**config.mk**
```make
export PLATFORM = sky130hd
export DESIGN_NAME = mag_compare_display_flat
export DESIGN_NICKNAME = d
export VERILOG_FILES = /design/src/rtl/mag_compare_display_if.sv /design/src/rtl/mag_compare_display.sv /design/src/flat_wrapper.sv
export SDC_FILE = /design/constraint.sdc
export NUM_CORES = 1
export LEC_CHECK = 0
export BUFFER_PORTS_ARGS = -buffer_cell sky130_fd_sc_hd__buf_4
export CAP_MARGIN = 0
export CORE_MARGIN = 4
export CORE_UTILIZATION = 55
export CTS_CLUSTER_DIAMETER = 80
export DETAILED_ROUTE_END_ITERATION = 16
export HOLD_SLACK_MARGIN = 0.15
export PLACE_DENSITY = 0.75
export SLEW_MARGIN = 40
export SYNTH_ARGS = -nofsm -noshare
export SYNTH_HDL_FRONTEND = slang
export SYNTH_SLANG_ARGS = --single-unit
```
**constraint.sdc**
```tcl
create_clock -name clk -period 2.75 [get_ports clk]
set_clock_uncertainty 0.15 [all_clocks]
set_input_delay 0.55 -clock clk [delete_from_list [all_inputs] [get_ports clk]]
set_output_delay 0.55 -clock clk [all_outputs]
set_load 0.02 [all_outputs]
```
**src/rtl/mag_compare_display_if.sv**
```systemverilog
// mag_compare_display_if
// Purpose : bundles the board-side signals of the magnitude comparator
//           display block.
// Signals : a, b    - W-bit operands (switches)
//           sgn     - 1 = two's-complement compare, 0 = unsigned
//           b1..b3  - raw mode buttons (EQ / LT / GT)
//           disp    - {seg[7:0], an[3:0]}, both active-low
//           ledsbt  - registered {a, b}
//           flags   - registered {lt, eq, gt}
//           mode    - 0 IDLE, 1 EQ, 2 LT, 3 GT
// Modports: master drives operands/buttons, slave is the comparator.
interface mag_compare_display_if #(
  parameter int W = 8
);
  logic [W-1:0]   a;
  logic [W-1:0]   b;
  logic           sgn;
  logic           b1;
  logic           b2;
  logic           b3;
  logic [11:0]    disp;
  logic [2*W-1:0] ledsbt;
  logic [2:0]     flags;
  logic [1:0]     mode;

  modport master (
    output a, b, sgn, b1, b2, b3,
    input  disp, ledsbt, flags, mode
  );

  modport slave (
    input  a, b, sgn, b1, b2, b3,
    output disp, ledsbt, flags, mode
  );
endinterface

```
**src/rtl/mag_compare_display.sv**
```systemverilog
// mag_compare_display
// Purpose : W-bit signed/unsigned magnitude comparator with debounced,
//           toggling mode buttons and a multiplexed 4-digit 7-segment
//           driver showing the selected mode and its result bit.
// Ports   : clk   - system clock
//           reset - asynchronous, active-low reset
//           bus   - mag_compare_display_if.slave (operands, buttons,
//                   disp, ledsbt, flags, mode)
module mag_compare_display #(
  parameter int W            = 8,
  parameter int REFRESH_BITS = 19,
  parameter int DEB_BITS     = 20
) (
  input  logic                  clk,
  input  logic                  reset,
  mag_compare_display_if.slave  bus
);

  typedef enum logic [1:0] {
    IDLE = 2'd0,
    EQ   = 2'd1,
    LT   = 2'd2,
    GT   = 2'd3
  } mode_e;

  localparam logic [DEB_BITS-1:0] CNT_MAX = '1;

  // ---------------------------------------------------------------
  // Comparator and LED mirror
  // ---------------------------------------------------------------
  logic           lt_c, eq_c, gt_c;
  logic [2:0]     flags_q;
  logic [2*W-1:0] ledsbt_q;

  always_comb begin
    eq_c = (bus.a == bus.b);
    lt_c = bus.sgn ? ($signed(bus.a) < $signed(bus.b)) : (bus.a < bus.b);
    gt_c = !lt_c && !eq_c;
  end

  always_ff @(posedge clk or negedge reset) begin
    if (!reset) begin
      flags_q  <= 3'b000;
      ledsbt_q <= '0;
    end else begin
      flags_q  <= {lt_c, eq_c, gt_c};
      ledsbt_q <= {bus.a, bus.b};
    end
  end

  // ---------------------------------------------------------------
  // Button debouncers: index 0 = b1, 1 = b2, 2 = b3
  // ---------------------------------------------------------------
  logic [2:0] btn_raw;
  logic [2:0] press;

  assign btn_raw = {bus.b3, bus.b2, bus.b1};

  genvar gi;
  generate
    for (gi = 0; gi < 3; gi++) begin : g_deb
      logic                s1_q, s2_q;
      logic                stable_q, stable_prev_q;
      logic [DEB_BITS-1:0] cnt_q;

      always_ff @(posedge clk or negedge reset) begin
        if (!reset) begin
          s1_q          <= 1'b0;
          s2_q          <= 1'b0;
          stable_q      <= 1'b0;
          stable_prev_q <= 1'b0;
          cnt_q         <= '0;
        end else begin
          s1_q          <= btn_raw[gi];
          s2_q          <= s1_q;
          stable_prev_q <= stable_q;
          // Any return to the stable level restarts the interval, so a
          // glitch must persist for the full count to be accepted.
          if (s2_q == stable_q) begin
            cnt_q <= '0;
          end else if (cnt_q == CNT_MAX) begin
            stable_q <= s2_q;
            cnt_q    <= '0;
          end else begin
            cnt_q <= cnt_q + 1'b1;
          end
        end
      end

      // Rising edge of the stable level only; releases are ignored.
      assign press[gi] = stable_q & ~stable_prev_q;
    end
  endgenerate

  // ---------------------------------------------------------------
  // Mode FSM
  // ---------------------------------------------------------------
  mode_e mode_q, mode_d;
  mode_e target;

  always_ff @(posedge clk or negedge reset) begin
    if (!reset) mode_q <= IDLE;
    else        mode_q <= mode_d;
  end

  always_comb begin
    mode_d = mode_q;
    target = IDLE;
    case (press)
      3'b001:  target = EQ;
      3'b010:  target = LT;
      3'b100:  target = GT;
      default: target = IDLE;
    endcase
    // Only a lone press acts; simultaneous presses leave the mode alone.
    if (press == 3'b001 || press == 3'b010 || press == 3'b100) begin
      mode_d = (mode_q == target) ? IDLE : target;
    end
  end

  // ---------------------------------------------------------------
  // Display multiplexer
  // ---------------------------------------------------------------
  logic [REFRESH_BITS-1:0] refresh_q;
  logic [1:0]              sel;
  logic                    result;
  logic [7:0]              seg_d;
  logic [3:0]              an_d;
  logic [11:0]             disp_q;

  assign sel = refresh_q[REFRESH_BITS-1 -: 2];

  always_comb begin
    case (mode_q)
      EQ:      result = flags_q[1];
      LT:      result = flags_q[2];
      GT:      result = flags_q[0];
      default: result = 1'b0;
    endcase
  end

  always_comb begin
    seg_d = 8'hFF;
    an_d  = 4'hF;
    if (mode_q != IDLE) begin
      case (sel)
        2'd0: begin
          an_d = 4'b0111;
          case (mode_q)
            EQ:      seg_d = 8'b11101101;
            LT:      seg_d = 8'b11100011;
            default: seg_d = 8'b01000011;
          endcase
        end
        2'd1: an_d = 4'b1011;
        2'd2: an_d = 4'b1101;
        default: begin
          an_d  = 4'b1110;
          seg_d = result ? 8'b10011111 : 8'b00000011;
        end
      endcase
    end
  end

  always_ff @(posedge clk or negedge reset) begin
    if (!reset) begin
      refresh_q <= '0;
      disp_q    <= 12'hFFF;
    end else begin
      refresh_q <= refresh_q + 1'b1;
      disp_q    <= {seg_d, an_d};
    end
  end

  assign bus.disp   = disp_q;
  assign bus.ledsbt = ledsbt_q;
  assign bus.flags  = flags_q;
  assign bus.mode   = mode_q;

endmodule

```
**src/flat_wrapper.sv**
```systemverilog
// flat-port wrapper written by rule: the top's interface ports become plain ports
module mag_compare_display_flat 
#(
  parameter int W            = 8,
  parameter int REFRESH_BITS = 19,
  parameter int DEB_BITS     = 20
)
  (clk, reset, bus_a, bus_b, bus_sgn, bus_b1, bus_b2, bus_b3, bus_disp, bus_ledsbt, bus_flags, bus_mode);
  mag_compare_display_if #(.W(W)) bus_i ();
  input  logic clk;
  input  logic reset;
  input wire logic [$bits(bus_i.a)-1:0] bus_a;
  input wire logic [$bits(bus_i.b)-1:0] bus_b;
  input wire logic [$bits(bus_i.sgn)-1:0] bus_sgn;
  input wire logic [$bits(bus_i.b1)-1:0] bus_b1;
  input wire logic [$bits(bus_i.b2)-1:0] bus_b2;
  input wire logic [$bits(bus_i.b3)-1:0] bus_b3;
  output wire logic [$bits(bus_i.disp)-1:0] bus_disp;
  output wire logic [$bits(bus_i.ledsbt)-1:0] bus_ledsbt;
  output wire logic [$bits(bus_i.flags)-1:0] bus_flags;
  output wire logic [$bits(bus_i.mode)-1:0] bus_mode;
  assign bus_i.a = bus_a;
  assign bus_i.b = bus_b;
  assign bus_i.sgn = bus_sgn;
  assign bus_i.b1 = bus_b1;
  assign bus_i.b2 = bus_b2;
  assign bus_i.b3 = bus_b3;
  assign bus_disp = bus_i.disp;
  assign bus_ledsbt = bus_i.ledsbt;
  assign bus_flags = bus_i.flags;
  assign bus_mode = bus_i.mode;
  mag_compare_display #(.W(W), .REFRESH_BITS(REFRESH_BITS), .DEB_BITS(DEB_BITS)) u_core (.clk(clk), .reset(reset), .bus(bus_i));
endmodule
```
* Word-level counts from Yosys, hierarchy flattened *
Index checks and enable logic that the tools add are counted.

storage, ports and cells
  flip-flop bits (word level) = 124
  bits of input ports = 22
  output and inout bits = 33
  logic and storage cells = 78

cells by class
  add/sub/neg operators = 4
  $lt $le $gt $ge = 2
  equal/unequal tests = 16
  muxes and demuxes = 16
  bitwise operators = 9
  reduce and logical (&&, ||, !) cells = 11

operators with widths
  kind                                                                    number
  20-bit 2-to-1 mux                                                       6
  20-bit by 1-bit adder with 20-bit output (second input constant)        3
  20-bit equality test (second input constant)                            3
  8-bit case mux with 2 select lines                                      2
  19-bit by 1-bit adder with 19-bit output (second input constant)        1
  8-bit less-than comparator                                              2
  8-bit 2-to-1 mux                                                        2
  4-bit case mux with 3 select lines                                      1
  8-bit equality test                                                     1
  2-bit equality test (second input constant)                             3
  1-bit NOT                                                               6
  2-bit case mux with 3 select lines                                      1
  2-bit AND reduction                                                     3
  2-bit by 1-bit equality test with 1-bit output (second input constant)  2
  4-bit 2-to-1 mux                                                        1
  1-bit bitwise AND                                                       3
  1-bit equality test                                                     3
  3-bit by 1-bit equality test with 1-bit output (second input constant)  1
  3-bit by 2-bit equality test with 1-bit output (second input constant)  1
  3-bit equality test (second input constant)                             1
  1-bit case mux with 3 select lines                                      1
  2-bit equality test                                                     1
  1-bit zero test                                                         2
  2-bit zero test                                                         1
  other kinds (6)                                                         7

* Longest topological paths before layout *
Gate-level depths: netlist of the first run.

  depth in word-level cells = 6
  depth in mapped cells = 7
  depth with buffers taken out = 6

* Least setup slack after synthesis of the first run *
No wires, ideal clock.

  path kind = register to register
  from = register u_core.g_deb[1].cnt_q[0]
  to = register u_core.g_deb[1].cnt_q[11]
  library setup time = 132 ps
  data arrival time = 1829 ps
  required time = 2468 ps
  slack = 639 ps
  cell stages (with the launch flop) = 7
  buffers on the path = 1
  period minus slack after synthesis = 2111 ps
  cells stage by stage = dfrtp_1 > ha_1 > nand2_1 > or4_1 > o21ai_0 > clkbuf_1 > nor2_1

on the way
  longest elaborated chain between the ends = 3
  elaborated cells on any way between the ends = 4
  those cells by class = 1 x add/sub; 1 x eq/ne; 2 x mux

RTL lines
  element                                                                                  RTL line                                              source
  start, declared                                                                          mag_compare_display.sv:64                             logic [DEB_BITS-1:0] cnt_q;
  start signal, assigned                                                                   mag_compare_display.sv:85                             cnt_q <= cnt_q + 1'b1;
  20-bit by 1-bit adder with 20-bit output / 20-bit equality test (equally long branches)  mag_compare_display.sv:85, mag_compare_display.sv:81
  20-bit 2-to-1 mux *                                                                      mag_compare_display.sv:81                             end else if (cnt_q == CNT_MAX) begin
  20-bit 2-to-1 mux *                                                                      mag_compare_display.sv:79                             if (s2_q == stable_q) begin

Mark *: on every way between the ends. The rest lies on a longest branch, timed or not.
A chain may end at the register's enable or synchronous reset.

* Worst setup path after layout of the first run *
  from = register u_core.g_deb[1].cnt_q[0]
  to = register u_core.g_deb[1].cnt_q[3]

Same word-level chain as after synthesis.

==> results.ini, run 1 <==
[outcome]
status=complete, no violations

[worst_setup_path]
endpoint_kind=flip-flop
cp-startpoint=u_core.g_deb[1].cnt_q[0]$_DFF_PN0_
cpMaxStageDelayCell=or4_1
worstPathMaxFanout=12
cpPeakStageDelay_ns=0.70
cp.required_ns=3.00
critPathLaunchType=flip-flop
critPathArrivalTime_ns=2.55
worstReg2RegStart=u_core.g_deb[1].cnt_q[0]$_DFF_PN0_
crit_chain=ha_1 -> nand2_1 -> or4_1 -> o21ai_0 -> buf_4 -> nor2_1
crit_type=reg2reg

[clock_tree]
clk_path_buf_depth=2
clk_pin_slew_ns=0.06
cts_tree=yes
cts_buffers=17
post_cts_buffers=0
clk_latency_ns=0.51
cts-root-buf=clkbuf_8
cts.sinks=121
htree_levels=4

[drt]
ant_nets=0
drcViolationCount=0
drt_iter0_drc=248
routed_via_density=5.42
wl_met1_um=4800
post_drt_wl_per_cell_um=14.9
first_pass_iters=4
wl_met2_um=5610
wirelength_um=11000
wl_met3_um=502
vias=4015
top_layer=met4

[global_route]
overflow=0
grt_pass1_vias=4160
antenna_found_initial=0
grt_pass1_wl_um=19500
grt_start_max_net_pins=46
grt_use_total=0.213

[synth]
synthTopCellsByArea=dfrtp_1 51%, xnor2_1 6.6%, ha_1 5.0%, dfstp_2 4.3%, nor2_1 3.7%
synth-edff-count=0
synth.cell_area_um2=5450
ys_seq_elements=121
synthArstFlopShare=1.00
yosysWarnings=0
synthFlopType=dfrtp_1
yosysSeqAreaShare=0.557
synth_nets=552
syn_inst=508
synth_top_area_frac=0.514
synth_top_cell_by_area=dfrtp_1
syn_avg_cell_area_um2=10.7
ys_types=48

[min_path]
hp-start=u_core.g_deb[1].s1_q$_DFF_PN0_
hp-class=reg2reg

[sta]
slew_viol_final=0
fmax_mhz=433
rsz0062_at_grt=false
max_slew_margin=0.547
tns_ns=0
fin_crit_sh=0.839
tightest_slew_ns=0.674
setup_viol=0
period_needed_ns=2.31
final-hold-violation-count=0

[floorplan]
die_y_um=108
rows=36
die-area_um2=11600
die_w_um=108
core_area_um2=9730
initial_core_util=0.561
io_pins=55

[placement]
dp_cells=689
io_buffers=53
dp.final_hpwl_um=7240
gp_congestion=0.853

[pwr]
power_density_nw_per_um2=642
cellLeakagePower_nw=3.03
ir_worst_vdd_uv=510

[layout]
drive_gt1_frac=0.174
final_core_util=0.706
area_growth_pct=26.0
fillCellCount=695
layout.cells.non_filler=741
fin_nets=639
diodes=0

[flow_run]
cap_violations=0

[registers in the layout, indices dropped and copies added, names as in the netlist]
name and cells:
u_core.bus.mode 2, u_core.g_deb.cnt_q 60, u_core.g_deb.stable_q 3, u_core.bus.flags 3
u_core.bus.disp 9, u_core.bus.ledsbt 16, u_core.refresh_q 19, u_core.g_deb.s1_q 3
u_core.g_deb.stable_prev_q 3, u_core.g_deb.s2_q 3
[where the power goes]
group	switching, mW	total (mW)	internal, mW	leakage, nW
clock network	0.742	2.36	1.61	0.318
logic	0.123	0.218	0.0950	1.13
registers	0.0222	1.84	1.82	1.58
total	0.887	4.41	3.52	3.03
[cell usage after synthesis (2+ instances only)]
cell type    n
o21ai_0     14
a21o_1       2
xnor2_1     41
buf_4        3
nor2b_1      2
and4_1       5
or4_1        5
nand3_1     26
a211oi_1     2
clkbuf_1     5
mux2_2       3
dfrtp_1    112
o31ai_1      2
nand4_1     21
nand2b_1     4
nor4_1       8
inv_1       25
or3_1        9
a21oi_1     19
a31o_2       3
o211ai_1     3
nor2_1      54
and3_1      10
nand2_1     34
and2_1       4
xor2_1      20
nor3_1      16
a31oi_1      5
ha_1        22
mux2i_1      3
dfstp_2      9
[cells in the final DEF, fill, tap and decap left out, types with 14 or more instances in the layout]
master	n
nor2_1	54
inv_1	25
xnor2_1	41
nand3_1	26
nand4_1	21
a21oi_1	19
clkbuf_16	16
buf_4	56
dlygate4sd3_1	20
nand2_1	34
dfrtp_1	112
o21ai_0	14
xor2_1	20
ha_1	22
nor3_1	16
[final timing paths]
path                                                            to  slack [ns]  cells past startpoint
worst max-delay path            u_core.g_deb[1].cnt_q[3]$_DFF_PN0_        0.44                      6
worst min-delay path                u_core.g_deb[1].s2_q$_DFF_PN0_        0.19                      0
worst max register to register  u_core.g_deb[1].cnt_q[3]$_DFF_PN0_        0.44                      6
worst min register to register      u_core.g_deb[1].s2_q$_DFF_PN0_        0.19                      0
max in group asynchronous             u_core.bus.disp[8]$_DFF_PN1_        1.34                      3
min in group asynchronous       u_core.g_deb[0].cnt_q[9]$_DFF_PN0_        0.43                      2
[critical path, delay by kind of cell, from the launching register on]
family / cells / cell delay (ns)
buffers and inverters: 1 / 0.23
AND/OR/NAND/NOR: 3 / 0.89
AO/OA/AOI/OAI: 1 / 0.28
adder cells (fa/ha/maj): 1 / 0.23
flip-flops: 1 / 0.41
[routing by layer]
metal  GRT usage  vias up
met5           0        -
li1            -     1951
met4      0.0721        0
met1       0.258     1984
met2       0.355       72
met3      0.0768        8
[cell families (layout without fill, tap and decap cells)]
logic type | count (synthesis) | after routing | share of synthesized area
AOI/OAI and AO/OA | 58 | 58 | 0.0668
adders and majority gates | 22 | 22 | 0.0505
xor gates and xnor gates | 61 | 61 | 0.0980
DFF | 121 | 121 | 0.557
and+or+nand+nor | 204 | 204 | 0.189
other | 1 | 1 | 0.000688
buffers and inverters | 35 | 135 | 0.0264
muxes | 6 | 6 | 0.0117
[stage by stage]
| step | hold slack [ns] | area [um^2] | total power [mW] | setup WS (ns) |
|---|---|---|---|---|
| 3_3_place_gp | 0.189 | 6030 | 2.06 | 0.529 |
| 6_report | 0.195 | 6870 | 4.41 | 0.442 |
| 5_1_grt | 0.215 | 6870 | 4.58 | 0.307 |
| 4_1_cts | 0.197 | 6870 | 4.46 | 0.425 |
| 3_5_place_dp | 0.185 | 6030 | 2.06 | 0.465 |
| 2_1_floorplan | 0.104 | 5450 | 1.94 | 0.639 |
[layout make-up]
type | instances | area, um^2 | area share
sequential | 121 | 3040 | 0.442
multi-input combinational | 352 | 2270 | 0.331
timing repair buffer | 78 | 661 | 0.0962
clock inverter | 7 | 135 | 0.0197
clock buffer | 25 | 504 | 0.0734
inverter | 25 | 93.8 | 0.0137
tap | 133 | 166 | 0.0242
[what timing repair did]
| action | CTS | global route |
|---|---|---|
| hold buffers | 20 | 0 |
| endpoints found under the hold margin | 58 | 0 |
| gates resized for setup | 0 | 0 |
Power figures use the tool's default switching activity.
==> run 2: changes to the inputs <==
--- a/config.mk
+++ b/config.mk
@@ -8,11 +8,11 @@
 export BUFFER_PORTS_ARGS = -buffer_cell sky130_fd_sc_hd__buf_4
 export CAP_MARGIN = 0
 export CORE_MARGIN = 4
-export CORE_UTILIZATION = 55
+export CORE_UTILIZATION = 53
 export CTS_CLUSTER_DIAMETER = 80
 export DETAILED_ROUTE_END_ITERATION = 16
 export HOLD_SLACK_MARGIN = 0.15
-export PLACE_DENSITY = 0.75
+export PLACE_DENSITY = 0.76
 export SLEW_MARGIN = 40
 export SYNTH_ARGS = -nofsm -noshare
 export SYNTH_HDL_FRONTEND = slang
==> constraint.sdc (replaced) <==
create_clock -name clk -period 1.9 [get_ports clk]
set_clock_uncertainty 0.15 [all_clocks]
set_input_delay 0.38 -clock clk [delete_from_list [all_inputs] [get_ports clk]]
set_output_delay 0.38 -clock clk [all_outputs]
set_load 0.02 [all_outputs]
==> run 2 against run 1 <==
  * Largest power group unchanged
  * Critical path type unchanged
  * Critical path depth shrank 1
  * Total power grew 48%
  * The flow now finishes with violations (setup timing)
  * Sequential share of layout area shrank 2.7 points
==> results.ini, run 2 (synthesized netlist as in run 1, its figures left out) <==
[outcome]
status=complete, but fails checks
violations=setup timing

[placement]
dp.final_hpwl_um=7770
io_buffers=53
dp_slack_ns=-0.0893
gp_congestion=0.809
dpl_cell_area_um2=6370
dp_cells=728

[layout]
largest_reg_flops=60
top_register=u_core.g_deb.cnt_q
diodes=0
register_area_um2=3040
final_cell_mix=112 x dfrtp_1, 100 x buf_4, 53 x nor2_1
multiInputGateArea_um2=2340
drive_gt1_frac=0.257
area_growth_pct=34.0
final_area_um2=7310
layout.cells.non_filler=786
fin_nets=684
fillCellCount=668
final_common_cell=dfrtp_1

[floorplan]
die-area_um2=12000
die_y_um=109
die_w_um=109
core_area_um2=9910
rows=36
io_pins=55
initial_core_util=0.550

[pwr]
cellLeakagePower_nw=3.26
ir_worst_vdd_uv=748
power_density_nw_per_um2=895

[drt]
routed_via_density=5.40
first_pass_iters=5
drcViolationCount=0
ant_nets=0
wirelength_um=12500
post_drt_wl_per_cell_um=15.9
vias=4246
drt_iter0_drc=251

[clock_tree]
cts_buffers=17
cts-root-buf=clkbuf_8
clk_path_buf_depth=2
htree_levels=4
clk_pin_slew_ns=0.06
cts_tree=yes
cts.sinks=121
clk_latency_ns=0.53

[min_path]
hp-class=in2async

[sta]
fin_crit_sh=1.00
slew_viol_final=0
setup_viol=1
fmax_mhz=526
period_needed_ns=1.90
final-hold-violation-count=0
timing.final.ws_setup_ns=-0.000193
rsz0062_at_grt=true

[global_route]
overflow=0
grt_use_total=0.231
antenna_found_initial=0
grt_pass1_wl_um=21200
grt_pass1_vias=4541
grt_start_max_net_pins=42

[worst_setup_path]
endpoint_kind=flip-flop
path_delay_family=simple AND/OR/NAND/NOR gates
worstPathMaxFanout=9
worst_path_most_repeated_cell=or4_4
crit_type=reg2reg
cp.required_ns=2.21
cpMaxStageDelayCell=or4_4
crit_chain=ha_2 -> nand2_2 -> or4_4 -> or4_4 -> a21oi_2
critPathLaunchType=flip-flop
rrSetupSlack_ns=-0.0002
critPathArrivalTime_ns=2.21
cpPeakStageDelay_ns=0.48
path_buf_inv=0

[flow_run]
cap_violations=0

==> run 2: changes by cell type in the layout (fill, tap and decap cells not counted), moves of 2 or more <==
cell,change
or4_1,-3
buf_4,+44
clkbuf_8,-3
ha_1,-3
or4_4,+3
ha_2,+3
nor3_2,+2
or2_4,+2
clkinv_2,-2
nor3_1,-2
clkinv_4,+4
==> run 2: area by class of cell <==
class                      count  area share
sequential                   121       0.416
multi-input combinational    352       0.321
timing repair buffer         123       0.138
clock buffer                  22      0.0633
clock inverter                10      0.0260
tap                          133      0.0228
inverter                      25      0.0128
==> run 2: path summary, 6_finish.rpt <==
kind	depth (start not counted)	from	end
min	2	reset	u_core.g_deb[0].cnt_q[11]$_DFF_PN0_
min in group clk	4	bus_sgn	u_core.bus.flags[0]$_DFF_PN0_
min reg2reg	0	u_core.g_deb[1].s1_q$_DFF_PN0_	u_core.g_deb[1].s2_q$_DFF_PN0_
max in group asynchronous	3	reset	u_core.bus.disp[11]$_DFF_PN1_
max	5	u_core.g_deb[1].cnt_q[1]$_DFF_PN0_	u_core.g_deb[1].cnt_q[16]$_DFF_PN0_
max reg2reg	5	u_core.g_deb[1].cnt_q[1]$_DFF_PN0_	u_core.g_deb[1].cnt_q[16]$_DFF_PN0_
==> run 2: routing by layer <==
layer | GRT usage | share of wire | vias up
li1 | - | - | 2035
met1 | 0.264 | 0.41 | 2080
met2 | 0.396 | 0.52 | 107
met3 | 0.0763 | 0.056 | 24
met4 | 0.101 | 0.019 | 0
met5 | 0 | 0 | -
==> run 2: what timing repair did <==
item                       in CTS  in global routing
setup endpoints to repair       5                 19
pin swaps                       2                  3
hold buffers                   20                  0
hold endpoints to repair      132                  0
gates resized for setup         6                  7
setup buffers                   3                  3
==> run 2: power by group <==
part	total (mW)	internal [mW]	switching [mW]
Combinational	0.365	0.167	0.197
Sequential	2.65	2.63	0.0287
Clock	3.52	2.37	1.15
==> run 2: through the flow <==
stage	total power [mW]	setup TNS, ns	hold WS (ns)	util
2_1_floorplan	2.82	0	-0.0656	-
3_3_place_gp	3.00	0	0.175	0.643
3_5_place_dp	3.01	-0.156	0.186	0.643
4_1_cts	6.56	-0.0321	0.160	0.734
5_1_grt	6.76	-0.194	0.191	0.738
6_report	6.54	-0.000193	0.171	0.738
==> run 3: changes to the inputs <==
--- a/config.mk
+++ b/config.mk
@@ -8,12 +8,14 @@
 export BUFFER_PORTS_ARGS = -buffer_cell sky130_fd_sc_hd__buf_4
 export CAP_MARGIN = 0
 export CORE_MARGIN = 4
-export CORE_UTILIZATION = 53
+export CORE_UTILIZATION = 55
+export CTS_BUF_LIST = sky130_fd_sc_hd__clkbuf_8
 export CTS_CLUSTER_DIAMETER = 80
 export DETAILED_ROUTE_END_ITERATION = 16
 export HOLD_SLACK_MARGIN = 0.15
-export PLACE_DENSITY = 0.76
+export PLACE_DENSITY = 0.78
 export SLEW_MARGIN = 40
 export SYNTH_ARGS = -nofsm -noshare
 export SYNTH_HDL_FRONTEND = slang
 export SYNTH_SLANG_ARGS = --single-unit
+export TNS_END_PERCENT = 30
==> run 3 against run 2 <==
  * The flow still finishes with violations (setup timing)
  * Cell count shrank 0.25%
  * Combinational power fell by 2%
  * First-iteration DRC count down 19%
  * Final area fell by 3.9%
  * Register-to-register slack lost 0.03 ns
  * Maximum frequency is 1.7% lower
  * Critical endpoint unchanged
  * Largest cell class unchanged
  * Largest power group is now registers
==> results.ini, run 3 (synthesized netlist as in run 1, its figures left out) <==
[outcome]
status=complete, but fails checks
violations=setup timing

[clock_tree]
cts.sinks=121
clk_latency_ns=0.43
cts_tree=yes
clk_path_buf_depth=2
cts_buffers=17
cts-root-buf=clkbuf_8
clk_pin_slew_ns=0.07
htree_levels=4

[placement]
dp_slack_ns=-0.0633
dpl_cell_area_um2=6380
gp_congestion=0.854
io_buffers=53
dp.final_hpwl_um=7970

[worst_setup_path]
critPathLaunchType=flip-flop
reg2reg_depth=5
worstPathMaxFanout=10
critPathArrivalTime_ns=2.14
crit_type=reg2reg
worst-path-stages=5
cpMaxStageDelayCell=or4_4
cp.required_ns=2.11
worst_path_most_repeated_cell=or4_4
path_delay_family=simple AND/OR/NAND/NOR gates
path_buf_inv=0
cpPeakStageDelay_ns=0.49
endpoint_kind=flip-flop
crit_chain=ha_2 -> nand2_2 -> or4_4 -> or4_4 -> a21oi_2

[layout]
fin_nets=682
largest_reg_flops=60
area_growth_pct=28.7
final_cell_mix=112 x dfrtp_1, 98 x buf_4, 53 x nor2_1
drive_gt1_frac=0.246
top_register=u_core.g_deb.cnt_q
diodes=0
final_common_cell=dfrtp_1
final_area_um2=7020

[floorplan]
io_pins=55
die_y_um=108
die-area_um2=11600
initial_core_util=0.561
rows=36
die_w_um=108
core_area_um2=9730

[global_route]
overflow=0
grt_pass1_vias=4332
grt_start_max_net_pins=52
grt_pass1_wl_um=19700
grt_use_total=0.217
antenna_found_initial=0

[pwr]
total_power_mw=5.32
ir_worst_vdd_uv=502
cellLeakagePower_nw=3.16
power_density_nw_per_um2=758

[drt]
drt_iter0_drc=204
wirelength_um=11500
post_drt_wl_per_cell_um=14.7
ant_nets=0
routed_via_density=5.37
vias=4211
drcViolationCount=0
first_pass_iters=4

[sta]
timing.final.ws_setup_ns=-0.0334
period_needed_ns=1.93
rsz0062_at_grt=true
setup_viol=1
slew_viol_final=0
max_slew_margin=0.513
fmax_mhz=517
tightest_slew_ns=0.726
fin_crit_sh=1.02
final-hold-violation-count=0

[flow_run]
cap_violations=0

[min_path]
hp-class=in2async

[run 3: final timing paths]
kind	startpoint	to	slack [ns]
setup reg to reg	u_core.g_deb[1].cnt_q[1]$_DFF_PN0_	u_core.g_deb[1].cnt_q[16]$_DFF_PN0_	-0.03
hold / removal	reset	u_core.g_deb[0].cnt_q[12]$_DFF_PN0_	0.17
setup / recovery	u_core.g_deb[1].cnt_q[1]$_DFF_PN0_	u_core.g_deb[1].cnt_q[16]$_DFF_PN0_	-0.03
min in group clk	u_core.g_deb[2].s1_q$_DFF_PN0_	u_core.g_deb[2].s2_q$_DFF_PN0_	0.20
max in group asynchronous	reset	u_core.g_deb[1].cnt_q[4]$_DFF_PN0_	0.89
hold reg to reg	u_core.g_deb[2].s1_q$_DFF_PN0_	u_core.g_deb[2].s2_q$_DFF_PN0_	0.20
[run 3: repair_timing]
item | 4_1_cts | 5_1_grt
setup buffers | 0 | 2
endpoints found under the setup margin | 2 | 15
hold endpoints to repair | 140 | 0
hold buffers | 20 | 0
resized for setup | 1 | 7
pin swaps | 0 | 2
[run 3: report_power, final]
group / total [mW] / internal (mW) / switching, mW / leakage, nW
Sequential: 2.65 / 2.62 / 0.0288 / 1.58
Clock: 2.31 / 1.33 / 0.975 / 0.220
Combinational: 0.358 / 0.167 / 0.192 / 1.36
[run 3: cell type report]
| type | count | area [um^2] |
|---|---|---|
| inverters | 25 | 93.8 |
| clock buffers | 19 | 262 |
| clock inverters | 13 | 138 |
| flip-flops and latches | 121 | 3040 |
| well taps | 133 | 166 |
| multi-input cells | 352 | 2330 |
| repair buffers | 121 | 996 |
| fillers | 674 | 2710 |
[run 3: per-layer routing]
| layer | GRT usage | share of wire | vias to the layer above |
|---|---|---|---|
| met5 | 0 | 0 | - |
| met4 | 0.0911 | 0.020 | 0 |
| met3 | 0.0714 | 0.047 | 24 |
| met2 | 0.364 | 0.51 | 85 |
| met1 | 0.255 | 0.42 | 2079 |
| li1 | - | - | 2023 |
[run 3: through the flow]
| stage | cells | hold WS (ns) | TNS [ns] | utilization |
|---|---|---|---|---|
| final | 784 | 0.173 | -0.0334 | 0.722 |
| after global routing | 784 | 0.158 | -0.623 | 0.722 |
| after global placement | 730 | 0.0733 | 0 | 0.656 |
| after CTS | 782 | 0.153 | -0.0308 | 0.718 |
| after detailed placement | 730 | 0.0744 | -0.0679 | 0.656 |
| after floorplan | 508 | -0.0656 | -0.521 | - |
[run 3: worst register-to-register path: cells and delay by family, from the launching register on]
kind,cells,cell delay (ns)
AOI/OAI and AO/OA,1,0.14
adders and majority gates,1,0.20
DFF,1,0.38
and+or+nand+nor,3,0.98
